**src/rtl/uart_rx_core.sv**
```systemverilog
// uart_rx_core
//   UART receive engine with runtime-programmable frame format.
//   - 5..DATA_W_MAX data bits, optional odd/even parity, 1 or 2 stop bits.
//   - Mid-bit sampling from a CPB_W-bit clocks-per-bit divisor.
//   - Detects start-bit glitches, framing errors and breaks.
//   - Holds one frame behind a valid/ready handshake.
//
// Ports
//   clk, rst         system clock, synchronous active-high reset
//   rx               asynchronous serial line, idle high
//   brr_valid        strobe: load clk_per_bit into the divisor register
//   clk_per_bit      clocks per bit (values below 4 act as 4)
//   ctrl_valid       strobe: load data_len/parity_en/parity_odd/stop2
//   data_len         data bits, clamped to 5..DATA_W_MAX
//   parity_en        parity bit present
//   parity_odd       1 = odd parity, 0 = even parity
//   stop2            two stop bits
//   rx_data          received data, LSB first, unused upper bits 0
//   rx_parity_err    parity error (qualified by rx_valid)
//   rx_frame_err     framing error (qualified by rx_valid)
//   rx_break         break detected (qualified by rx_valid)
//   rx_valid         holding register full
//   rx_ready         consumer accepts the held frame
//   overrun          one-cycle pulse when a completed frame is dropped
//   busy             a frame is in progress
//
// Handshake: a frame transfers on every cycle where rx_valid && rx_ready.
// rx_valid stays high until that happens; rx_data and the flags are stable
// while rx_valid is high and keep their last values after it drops.
module uart_rx_core #(
  parameter int          DATA_W_MAX  = 9,
  parameter int          CPB_W       = 16,
  parameter int          SYNC_STAGES = 2,
  parameter int unsigned CPB_RST     = 434
) (
  input  logic                  clk,
  input  logic                  rst,
  input  logic                  rx,
  input  logic                  brr_valid,
  input  logic [CPB_W-1:0]      clk_per_bit,
  input  logic                  ctrl_valid,
  input  logic [3:0]            data_len,
  input  logic                  parity_en,
  input  logic                  parity_odd,
  input  logic                  stop2,
  output logic [DATA_W_MAX-1:0] rx_data,
  output logic                  rx_parity_err,
  output logic                  rx_frame_err,
  output logic                  rx_break,
  output logic                  rx_valid,
  input  logic                  rx_ready,
  output logic                  overrun,
  output logic                  busy
);

  localparam logic [2:0] S_WAIT_IDLE = 3'd0;
  localparam logic [2:0] S_IDLE      = 3'd1;
  localparam logic [2:0] S_START     = 3'd2;
  localparam logic [2:0] S_DATA      = 3'd3;
  localparam logic [2:0] S_PARITY    = 3'd4;
  localparam logic [2:0] S_STOP1     = 3'd5;
  localparam logic [2:0] S_STOP2     = 3'd6;

  localparam logic [CPB_W-1:0] CPB_MIN  = CPB_W'(4);
  localparam logic [CPB_W-1:0] CPB_ONE  = CPB_W'(1);
  localparam logic [CPB_W-1:0] CPB_INIT = CPB_W'(CPB_RST);
  localparam logic [3:0]       LEN_MAX  = 4'(DATA_W_MAX);

  function automatic logic [3:0] clamp_len(input logic [3:0] l);
    if (l < 4'd5)         return 4'd5;
    else if (l > LEN_MAX) return LEN_MAX;
    else                  return l;
  endfunction

  // ---------------------------------------------------------------------
  // Input synchroniser. Stages reset to 1 (idle line). prime_q marks when
  // the reset ones have been flushed out, so rxs reflects the real line;
  // until then WAIT_IDLE must not trust rxs==1.
  // ---------------------------------------------------------------------
  logic [SYNC_STAGES-1:0] sync_q;
  logic [SYNC_STAGES-1:0] prime_q;
  logic                   rxs;
  logic                   primed;

  always_ff @(posedge clk) begin
    if (rst) begin
      sync_q  <= '1;
      prime_q <= '0;
    end else begin
      sync_q  <= {sync_q[SYNC_STAGES-2:0], rx};
      prime_q <= {prime_q[SYNC_STAGES-2:0], 1'b1};
    end
  end

  assign rxs    = sync_q[SYNC_STAGES-1];
  assign primed = prime_q[SYNC_STAGES-1];

  // ---------------------------------------------------------------------
  // Programmable divisor and frame format, loadable in any state.
  // ---------------------------------------------------------------------
  logic [CPB_W-1:0] cpb_q;
  logic [3:0]       len_q;
  logic             pe_q, po_q, s2_q;

  always_ff @(posedge clk) begin
    if (rst) begin
      cpb_q <= CPB_INIT;
      len_q <= clamp_len(4'd8);
      pe_q  <= 1'b0;
      po_q  <= 1'b0;
      s2_q  <= 1'b0;
    end else begin
      if (brr_valid) cpb_q <= clk_per_bit;
      if (ctrl_valid) begin
        len_q <= clamp_len(data_len);
        pe_q  <= parity_en;
        po_q  <= parity_odd;
        s2_q  <= stop2;
      end
    end
  end

  logic [CPB_W-1:0] cpb_eff;
  assign cpb_eff = (cpb_q < CPB_MIN) ? CPB_MIN : cpb_q;

  // ---------------------------------------------------------------------
  // Receive FSM. Config is snapshotted at start detection so a register
  // write mid-frame only affects the next frame.
  // ---------------------------------------------------------------------
  logic [2:0]            state;
  logic [CPB_W-1:0]      cnt;
  logic [CPB_W-1:0]      cpb_s;
  logic [3:0]            len_s;
  logic                  pe_s, po_s, s2_s;
  logic [3:0]            bit_cnt;
  logic [DATA_W_MAX-1:0] shreg;
  logic                  par_bit;
  logic                  perr_q;

  logic                  sampling;
  logic                  tick;
  logic                  complete;
  logic                  frame_err_c;
  logic                  break_c;
  logic [DATA_W_MAX-1:0] data_aligned;

  assign sampling = (state == S_START) || (state == S_DATA) || (state == S_PARITY) ||
                    (state == S_STOP1) || (state == S_STOP2);
  assign tick     = sampling && (cnt == '0);

  // Data enters at the MSB and shifts down, so after len_s samples the
  // frame sits in the top len_s bits; realign it to bit 0 on output.
  assign data_aligned = shreg >> (LEN_MAX - len_s);

  always_comb begin
    complete    = 1'b0;
    frame_err_c = ~rxs;
    if (tick && (state == S_STOP1) && (!s2_s || !rxs)) complete = 1'b1;
    if (tick && (state == S_STOP2))                    complete = 1'b1;
    // Completion only happens on a stop sample, and a stop sample reaches
    // STOP2 only if STOP1 was good, so the current sample decides ferr.
    break_c = frame_err_c && (shreg == '0) && !(pe_s && par_bit);
  end

  always_ff @(posedge clk) begin
    if (rst) begin
      state   <= S_WAIT_IDLE;
      cnt     <= '0;
      cpb_s   <= CPB_MIN;
      len_s   <= 4'd8;
      pe_s    <= 1'b0;
      po_s    <= 1'b0;
      s2_s    <= 1'b0;
      bit_cnt <= '0;
      shreg   <= '0;
      par_bit <= 1'b0;
      perr_q  <= 1'b0;
    end else begin
      if (sampling) cnt <= tick ? (cpb_s - CPB_ONE) : (cnt - CPB_ONE);

      case (state)
        S_WAIT_IDLE: if (primed && rxs) state <= S_IDLE;
        S_IDLE: begin
          if (!rxs) begin
            state   <= S_START;
            cpb_s   <= cpb_eff;
            len_s   <= len_q;
            pe_s    <= pe_q;
            po_s    <= po_q;
            s2_s    <= s2_q;
            // Sample lands (cpb>>1) cycles after detection: the cycle
            // where cnt reaches 0 is itself the sample.
            cnt     <= (cpb_eff >> 1) - CPB_ONE;
            bit_cnt <= '0;
            shreg   <= '0;
            par_bit <= 1'b0;
            perr_q  <= 1'b0;
          end
        end
        S_START: if (tick) state <= rxs ? S_IDLE : S_DATA;
        S_DATA: begin
          if (tick) begin
            shreg   <= {rxs, shreg[DATA_W_MAX-1:1]};
            bit_cnt <= bit_cnt + 4'd1;
            if (bit_cnt == len_s - 4'd1) state <= pe_s ? S_PARITY : S_STOP1;
          end
        end
        S_PARITY: begin
          if (tick) begin
            par_bit <= rxs;
            perr_q  <= rxs != ((^shreg) ^ po_s);
            state   <= S_STOP1;
          end
        end
        S_STOP1: begin
          if (tick) begin
            if (complete) state <= rxs ? S_IDLE : S_WAIT_IDLE;
            else          state <= S_STOP2;
          end
        end
        S_STOP2: if (tick) state <= rxs ? S_IDLE : S_WAIT_IDLE;
        default: state <= S_WAIT_IDLE;
      endcase
    end
  end

  assign busy = (state != S_IDLE) && (state != S_WAIT_IDLE);

  // ---------------------------------------------------------------------
  // Holding register. A completing frame may replace the held one in the
  // same cycle the consumer takes it; otherwise it is dropped.
  // ---------------------------------------------------------------------
  always_ff @(posedge clk) begin
    if (rst) begin
      rx_data       <= '0;
      rx_parity_err <= 1'b0;
      rx_frame_err  <= 1'b0;
      rx_break      <= 1'b0;
      rx_valid      <= 1'b0;
      overrun       <= 1'b0;
    end else begin
      overrun <= 1'b0;
      if (complete) begin
        if (!rx_valid || rx_ready) begin
          rx_data       <= data_aligned;
          rx_parity_err <= perr_q;
          rx_frame_err  <= frame_err_c;
          rx_break      <= break_c;
          rx_valid      <= 1'b1;
        end else begin
          overrun <= 1'b1;
        end
      end else if (rx_valid && rx_ready) begin
        rx_valid <= 1'b0;
      end
    end
  end

endmodule

```
**config.mk**
```make
export PLATFORM = sky130hd
export DESIGN_NAME = uart_rx_core
export DESIGN_NICKNAME = d
export VERILOG_FILES = /design/src/rtl/uart_rx_core.sv
export SDC_FILE = /design/constraint.sdc
export NUM_CORES = 1
export LEC_CHECK = 0
export BUFFER_PORTS_ARGS = -buffer_cell sky130_fd_sc_hd__buf_2
export CORE_AREA = 2 2 105 107
export CTS_BUF_LIST = sky130_fd_sc_hd__clkbuf_8
export DETAILED_ROUTE_END_ITERATION = 7
export DIE_AREA = 0 0 107 109
export PLACE_DENSITY = 0.73
export SLEW_MARGIN = 30
export SYNTH_ARGS = -nofsm -noshare
export SYNTH_HDL_FRONTEND = slang
export SYNTH_SLANG_ARGS = --single-unit
```
**constraint.sdc**
```tcl
create_clock -name clk -period 3.42 [get_ports clk]
set_clock_uncertainty 0.15 [all_clocks]
set_input_delay 0.684 -clock clk [delete_from_list [all_inputs] [get_ports clk]]
set_output_delay 0.684 -clock clk [all_outputs]
set_load 0.02 [all_outputs]
```
# Word level (Yosys, flattened, before mapping)
# Index checks and enable logic that the tools add are counted.
# word_totals
register_bits,98
latch_bits,0
mem_bits_rw,0
mem_bits_ro,0
inputBits,29
out_inout_bits,15
wordCells,129
n_memories,0
# classes
add_sub_neg,6
n_mul,0
div,0
order_cmp,3
eq_ne,18
shifts,1
muxes,38
bitwise,3
reduce_logical,35
# op_table
operator,n
$mux W16,5
$sub A16 B1 Y16 const B,2
$mux W3,9
$pmux W3 S7,1
$mux W9,2
$pmux W9 S2,1
$logic_not A16 Y1,1
$lt A16 B3 Y1 const B,1
$mux W4,4
$sub A15 B1 Y16 const B,1
$ne A2 B2 Y1 const B,7
$mux W1,12
$logic_and A1 B1 Y1,10
$eq A3 B3 Y1 const B,3
$logic_not A9 Y1,1
$reduce_xor A9 Y1,1
$shr A9 B4 Y9,1
$pmux W4 S2,1
$reduce_and A8 Y1,1
$eq A3 B2 Y1 const B,2
$logic_or A1 B1 Y1,6
$reduce_and A2 Y1,3
$reduce_and A3 Y1,2
$reduce_bool A2 Y1,3
other kinds (18),24

# Longest topological paths before layout
# Gate-level depths: netlist of run 1.
# logic_depth
word_depth,13
ltp_mapped,15

# Least setup slack after synthesis of run 1
# No wires, ideal clock.
# synth_timing
kind,register to register
startpoint,register state[1]
endpoint,register cnt[12]
setup_ns,0.136
arrival_ns,3.170
t_required_ns,3.134
setup_slack_ns,-0.036
path_stages_with_launch,15
path_cell_list,dfxtp_1 > clkbuf_1 > clkinv_1 > ha_1 > nor2_1 > nor3_4 > buf_6 > buf_2 > a21oi_1 > ha_1 > nor2b_1 > nand3_1 > or3_1 > a31oi_1 > a311oi_1
# synth_via
elab_chain_len,10
word_cells_on_any_way,15
cone_classes,eq/ne: 6; mux: 4; reduce/logical: 5
# synth_lines
element,line_no,text
start: declaration,130,logic [2:0] state;
start signal: assignment,200,S_START: if (tick) state <= rxs ? S_IDLE : S_DATA;
start signal: assignment,205,if (bit_cnt == len_s - 4'd1) state <= pe_s ? S_PARITY : S_STOP1;
start signal: assignment,217,if (complete) state <= rxs ? S_IDLE : S_WAIT_IDLE;
$eq A3 B2 Y1,147,assign sampling = (state == S_START) || (state == S_DATA) || (state == S_PARITY) ||
$logic_or A1 B1 Y1 (3 in series),147,
$logic_or A1 B1 Y1,148,(state == S_STOP1) || (state == S_STOP2);
$logic_and A1 B1 Y1,149,assign tick = sampling && (cnt == '0);
$mux W16 (2 in series),179,if (sampling) cnt <= tick ? (cpb_s - CPB_ONE) : (cnt - CPB_ONE);
$mux W16,184,if (!rxs) begin
$mux W16 (*),181,case (state)
end signal: assignment,179,
end signal: assignment,193,cnt <= (cpb_eff >> 1) - CPB_ONE;
end: declaration,131,logic [CPB_W-1:0] cnt;
# Every way passes the cells marked *; elsewhere a longest branch is shown, timed or not.
# A chain may end at the register's enable or synchronous reset.

# Worst setup path in the final report of run 1
# layout_timing
startpoint,register cpb_q[10]
endpoint,register cnt[8]
# layout_via
elab_chain_len,5
# layout_lines
element,line_no,text
start: declaration,101,logic [CPB_W-1:0] cpb_q;
start signal: assignment,113,if (brr_valid) cpb_q <= clk_per_bit;
$lt A16 B3 Y1,124,assign cpb_eff = (cpb_q < CPB_MIN) ? CPB_MIN : cpb_q;
$mux W16,124,
$sub A15 B1 Y16,193,
$mux W16,184,
$mux W16,181,
# No other way between the ends.

==> results.md, run 1 <==
* Num CTS Buffers at 9
* Number of global-route vias before repair at approximately 4700
* Number of synthesized register bits at 98
* Worst VDD drop at around 0.31 mV
* Worst hold stages at 1
* Syn avg cell area at 7.76 um^2
* Kind of critical path: reg -> reg
* Maxcap violations at 0
* Power Dens Cells at just under 700 nW/um^2
* Post-CTS Setup Repair Bufs at 0
* Share of cells above drive strength 1 at 0.147
* LEAKAGE at 2.36 nW
* Fin cells at around 880
* FF-to-FF Start: cpb_q[10]
* Async SR Flop Fraction at 0
* Die area at 11700 um^2
* Min-Delay Startpoint: sync_q[0]
* TritonCTS clock tree: yes
* Post-synth top area cell: dfxtp_1
* Remaining DRCs at 0
* Max FO, Critical Path at 3
* H-tree levels at 3
* Detailed Route Iter0 Violations at about 400
* Area growth syn-to-layout at 12.6%
* Slew headroom at 0.452
* CP Launch Type: register
* Min-Delay Endpoint: sync_q[1]
* WL/cell at 15.6 um
* Post-synthesis sequential area ratio at 0.364
* Total Wirelength at roughly 14000 um
* Most numerous cell in the Yosys netlist: nand2_1
* Tmin final at between 3 and 4 ns
* Yosys cell types at 63
* Reg-to-Reg End: cnt[8]
* All-Layer GR Usage at 0.246
* Initial antenna violation count at 0
* Area contributors post-synth: dfxtp_1, nand2_1, a21oi_1
* Syn nets at about 730
* Reg2reg path depth at 10
* Post-route cell area at 6070 um^2
* Clock transition at path regs at 0.10 ns
* Final nets at between 700 and 800
* Setup TNS at 0 ns
* HP Class: reg -> reg
* Placed cells at between 800 and 900
* Post-synth EDFFs at 0
* Worst Path Required at approximately 3.6 ns
* Yosys top cell area share at 0.364
* Num Clock Sinks at 98
* Row Count at 38
* RSZ-0062 raised after global routing: no
* Via Count at between 5000 and 6000
* Status: complete, no violations
* Pre-CTS WS at approximately 0.15 ns
* Tot Pwr at 4.20 mW
* Drt first pass iters at 5
* Placed Instance Area at between 5000 and 6000 um^2
* Slew Limit Fails at 0
* Yosys warns at 0
* Die Ht at ~110 um
* DIE WIDTH at 107 um
* Bufs on Longest Clock Path at 2
* Dpl hpwl at just under 10000 um
* Final Util at 0.572
* First-pass GRT wire length at between 20000 and 25000 um
* Final setup viols at 0
* Fmax at roughly 310 MHz
* Vias per cell at 5.85
* Crit. End Element: register
* Core ar. at roughly 11000 um^2
* Worst-margin pin slew at around 0.8 ns
* Synth cell count leaders: nand2_1, dfxtp_1, nor2_1, a21oi_1, clkbuf_1
* Pin count of the biggest net entering global routing at slightly above 80
* Post-route ant nets at 0
* I/O pin cnt at 44
* IO buf count at 43
* Root buffer cell: clkbuf_8
* Number of instances in the synthesized netlist at roughly 700
* Fin. Hold Viols at 0
* Final period util at 0.952
* Worst EP arrival at 3.39 ns
* Grt ovf at 0
* R2R setup slack at 0.17 ns
* Initial Util at 0.508
* Main synth FF type: dfxtp_1
* Final setup margin at 0.165 ns
* Ant diodes at 0
* Worst Hold Slack at just under 0.3 ns
* Skew-Pair Late Insertion Delay at 0.38 ns
* Mapped Area at 5390 um^2
* Final GP Congestion at ~0.97
-- how the worst max path moves through the flow --
| stage | slack (ns) | to | depth (start not counted) | startpoint |
|---|---|---|---|---|
| after detailed placement | 0.15 | cnt[6] | 11 | cpb_q[10] |
| final | 0.17 | cnt[8] | 10 | cpb_q[10] |
| after global placement | 0.23 | cnt[12] | 10 | cpb_q[10] |
| after global routing | 0.002 | cnt[6] | 11 | cpb_q[10] |
| after floorplan | 0.11 | cnt[12] | 14 | state[1] |
| after CTS | 0.12 | cnt[6] | 11 | cpb_q[10] |
-- layout make-up --
class	count	area, um^2
clock buffer	10	138
clock inverter	6	72.6
fill	976	4530
inverter	21	78.8
multi-input combinational	530	3190
sequential	98	1960
tap	140	175
timing repair buffer	74	448
-- report_power, final --
part	leakage (nW)	internal, mW	switching [mW]
Combinational	1.45	0.798	1.26
Sequential	0.797	1.23	0.110
Clock	0.109	0.367	0.425
Total	2.36	2.40	1.80
-- critical path, cell delays in order (launching register included) --
cell and delay, ns:
dfxtp_1 0.31, or4_1 0.54, or4b_4 0.54, or4_1 0.50, nand2_1 0.09, ha_1 0.18, buf_4 0.13, nand2_1 0.08
nor4_1 0.27, xnor2_1 0.12, a211oi_1 0.25
-- kinds of logic after synthesis --
logic type | share of synthesized area
XOR/XNOR | 0.0480
multiplexers | 0.0562
buffers and inverters | 0.0492
adder cells (fa/ha/maj) | 0.0232
AND/OR/NAND/NOR | 0.262
flip-flops | 0.364
AO/OA/AOI/OAI | 0.197
-- metal layers --
layer  up-vias  track usage  wire [um]
li1       2560            -          -
met1      2383        0.332       6270
met2       167        0.402       6320
met3        33       0.0305        814
met4         0        0.102        307
met5         -            0          0
-- cells in the final DEF (no fill, tap or decap), drive strengths merged, types with 3 or more instances in the layout --
cell / Yosys / layout
a2111oi: 3 / 3
a211oi: 13 / 13
a21o: 6 / 6
a21oi: 60 / 60
a22o: 4 / 4
a311oi: 5 / 5
a31oi: 14 / 14
and3: 3 / 3
buf: 11 / 74
clkbuf: 35 / 10
clkinv: 1 / 4
dfxtp: 98 / 98
ha: 10 / 10
inv: 20 / 22
mux2i: 28 / 28
nand2: 104 / 104
nand2b: 6 / 6
nand3: 34 / 34
nand3b: 3 / 3
nand4: 7 / 7
nor2: 68 / 68
nor2b: 6 / 6
nor3: 22 / 22
nor4: 14 / 14
o2111ai: 3 / 3
o211ai: 7 / 7
o21ai: 23 / 23
o22ai: 4 / 4
or2: 5 / 5
or3: 10 / 10
or4: 6 / 6
xnor2: 18 / 18
xor2: 9 / 9
-- state kept, by name (all words and copies together), names as in the netlist --
name and flops:
bit_cnt 4, cnt 16, cpb_q 16, cpb_s 16, len_q 4, len_s 4
overrun 1, par_bit 1, pe_q 1, pe_s 1, perr_q 1, po_q 1
po_s 1, prime_q 2, rx_break 1, rx_data 9, rx_frame_err 1, rx_parity_err 1
rx_valid 1, s2_q 1, s2_s 1, shreg 9, state 3, sync_q 2
-- repair_timing --
| action | in CTS | in global routing |
|---|---|---|
| setup endpoints to repair | 0 | 3 |
| endpoints found under the hold margin | 0 | 0 |
| resized for setup | 0 | 4 |
| hold buffers | 0 | 0 |
Note: power is estimated with default switching activity, not from simulation.
==> run 2: changes to the inputs <==
Settings changed: REMOVE_ABC_BUFFERS set to 1.
==> run 2 against run 1 <==
Power shrank 1.2%. Clock power shrank 11%. Fmax shrank 0.23%. Flip-flop and latch count is the same. Critical path depth is the same. First-iteration DRC count grew 7.2%. Register-to-register slack is essentially flat. Critical path type unchanged. Critical endpoint is now cnt[12]. Largest cell class unchanged.
==> results.md, run 2 (synthesis results as in run 1) <==
* Seq pwr share at 0.325 (was 0.320)
* Final nets at 773 (unchanged)
* Final setup margin at 0.158 ns (was 0.165 ns)
* Root buffer cell: clkbuf_8 (unchanged)
* Row Count at 38 (unchanged)
* Reg2reg path depth at 10 (unchanged)
* Share of total power in the clock network at 0.170 (was 0.189)
* Bufs on Longest Clock Path at 2 (unchanged)
* Tot Pwr at 4.15 mW (was 4.20 mW)
* FF-to-FF Start: cpb_q[12] (was cpb_q[10])
* LEAKAGE at 2.34 nW (was 2.36 nW)
* # hold bufs at CTS at 0 (unchanged)
* Worst EP arrival at 3.39 ns (about the same)
* P_int at 2.34 mW (was 2.40 mW)
* All-Layer GR Usage at 0.254 (was 0.246)
* Vias per cell at 5.91 (was 5.85)
* Pre-CTS WS at 0.104 ns (was 0.152 ns)
* Worst hold stages at 1 (unchanged)
* Tmin final at 3.26 ns (was 3.25 ns)
* Crit. End Element: register (unchanged)
* Num CTS Buffers at 9 (unchanged)
* Dpl hpwl at 10200 um (was 9880 um)
* Final Util at 0.569 (was 0.572)
* Via Count at 5192 (was 5143)
* Area growth syn-to-layout at 12.0% (was 12.6%)
* H-tree levels at 3 (unchanged)
* I/O pin cnt at 44 (unchanged)
* Drt first pass iters at 5 (unchanged)
* Worst Hold Slack at 0.271 ns (was 0.290 ns)
* Max incr delay on CP at 0.54 ns (about the same)
* Post-route ant nets at 0 (unchanged)
* Skew-Pair Late Insertion Delay at 0.37 ns (was 0.38 ns)
* Post-route cell area at 6040 um^2 (was 6070 um^2)
* HP Class: reg -> reg (unchanged)
* Total Wirelength at 14000 um (was 13700 um)
* Sequence of cells on the critical path: or4_1 > or4b_1 > or4_1 > nand2_1 > ha_1 > nand3_1 > nor4_2 > xor2_1 > nor2_1 > a311oi_1 (was or4_1 > or4b_4 > or4_1 > nand2_1 > ha_1 > buf_4 > nand2_1 > nor4_1 > xnor2_1 > a211oi_1)
* Critical path buffer and inverter count at 0 (was 1)
* RSZ-0062 raised after global routing: yes (was no)
* Reg-to-Reg End: cnt[12] (was cnt[8])
* DIE WIDTH at 107 um (unchanged)
* Kind of critical path: reg -> reg (unchanged)
* Die Ht at 109 um (unchanged)
* Maxcap violations at 0 (unchanged)
* CP Launch Type: register (unchanged)
* Ant diodes at 0 (unchanged)
* Most common cell after layout, fill and taps aside: nand2_1 (unchanged)
* Remaining DRCs at 0 (unchanged)
* Core ar. at 10600 um^2 (unchanged)
* Most frequent cells in the layout: nand2_1, dfxtp_1, nor2_1, a21oi_1, buf_2 (unchanged)
* Setup TNS at 0 ns (unchanged)
* Die area at 11700 um^2 (unchanged)
* Detailed Route Iter0 Violations at 430 (was 401)
* Placed cells at 862 (was 863)
* First-pass GRT wire length at 23700 um (was 23000 um)
* Initial antenna violation count at 0 (unchanged)
* Min-Delay Endpoint: sync_q[1] (unchanged)
* Pin count of the biggest net entering global routing at 44 (was 81)
* Final period util at 0.954 (was 0.952)
* Fin. Hold Viols at 0 (unchanged)
* Biggest regs: cnt: 16 flops, cpb_q: 16 flops, cpb_s: 16 flops (unchanged)
* Worst Path Required at 3.55 ns (was 3.56 ns)
* TritonCTS clock tree: yes (unchanged)
* Placed Instance Area at 5830 um^2 (was 5840 um^2)
* Sw frac at 0.437 (was 0.429)
* Crit path top cell by count: or4_1
* Initial Util at 0.508 (unchanged)
* Max FO, Critical Path at 5 (was 3)
* Share of cells above drive strength 1 at 0.146 (was 0.147)
* Crit path max-delay family: simple AND/OR/NAND/NOR gates (unchanged)
* Final setup viols at 0 (unchanged)
* R2R setup slack at 0.16 ns (was 0.17 ns)
* Worst VDD drop at 0.421 mV (was 0.311 mV)
* Slew Limit Fails at 0 (unchanged)
* IO buf count at 43 (unchanged)
* Combinational power share at 0.506 (was 0.491)
* Final GP Congestion at 0.962 (was 0.970)
* Grt ovf at 0 (unchanged)
* Fmax at 307 MHz (about the same)
* Worst-margin pin slew at 0.711 ns (was 0.823 ns)
* Clock transition at path regs at 0.09 ns (was 0.10 ns)
* Slowest cell on crit path: or4b_1 (was or4_1)
* Switch Pwr at 1.81 mW (was 1.80 mW)
* Min-Delay Startpoint: sync_q[0] (unchanged)
* Power Dens Cells at 688 nW/um^2 (was 692 nW/um^2)
* Slew headroom at 0.526 (was 0.452)
* WL/cell at 16.0 um (was 15.6 um)
* Number of global-route vias before repair at 4879 (was 4696)
* Status: complete, no violations (unchanged)
* Num Clock Sinks at 98 (unchanged)
* Fin cells at 879 (unchanged)
run 2: cell count changes in the layout (fill, tap and decap cells not counted), sizes merged:
cell      previous run  this run
clkinvlp             0         1
bufinv               1         0
run 2: cell type report:
type | instances | area, um^2
Timing Repair Buffer | 74 | 448
Tap cell | 140 | 175
Multi-Input combinational cell | 530 | 3190
Inverter | 21 | 78.8
Sequential cell | 98 | 1960
Clock inverter | 6 | 40.0
Fill cell | 982 | 4570
Clock buffer | 10 | 138
run 2: power groups by stage:
| stage | clock network [mW] | registers, mW | logic, mW |
|---|---|---|---|
| floorplan | 0 | 1.35 | 1.30 |
| global placement | 0 | 1.36 | 1.99 |
| detailed placement | 0 | 1.37 | 2.00 |
| CTS | 0.724 | 1.34 | 2.02 |
| global route | 0.765 | 1.36 | 2.25 |
| finish | 0.704 | 1.35 | 2.10 |
run 2: what timing repair did:
action / 4_1_cts / 5_1_grt
buffers inserted: 0 / 1
hold endpoints to repair: 0 / 0
gates resized for setup: 0 / 4
setup endpoints to repair: 0 / 3
run 2: how the worst max path moves through the flow:
stage                         start          to  slack [ns]  depth (start not counted)
after CTS                 cpb_q[12]     cnt[12]        0.09                         10
after global placement    cpb_q[10]     cnt[12]        0.23                         10
after global routing      cpb_q[12]      cnt[6]      -0.002                         10
after detailed placement  cpb_q[12]     cnt[12]        0.10                         10
after floorplan            state[0]  bit_cnt[0]       -1.47                          4
final                     cpb_q[12]     cnt[12]        0.16                         10
run 2: layer usage:
| layer | share of wire | track usage | vias to the layer above |
|---|---|---|---|
| met5 | 0 | 0 | - |
| met4 | 0.016 | 0.0872 | 0 |
| met3 | 0.066 | 0.0442 | 21 |
| met2 | 0.44 | 0.391 | 203 |
| met1 | 0.48 | 0.361 | 2400 |
| li1 | - | - | 2568 |
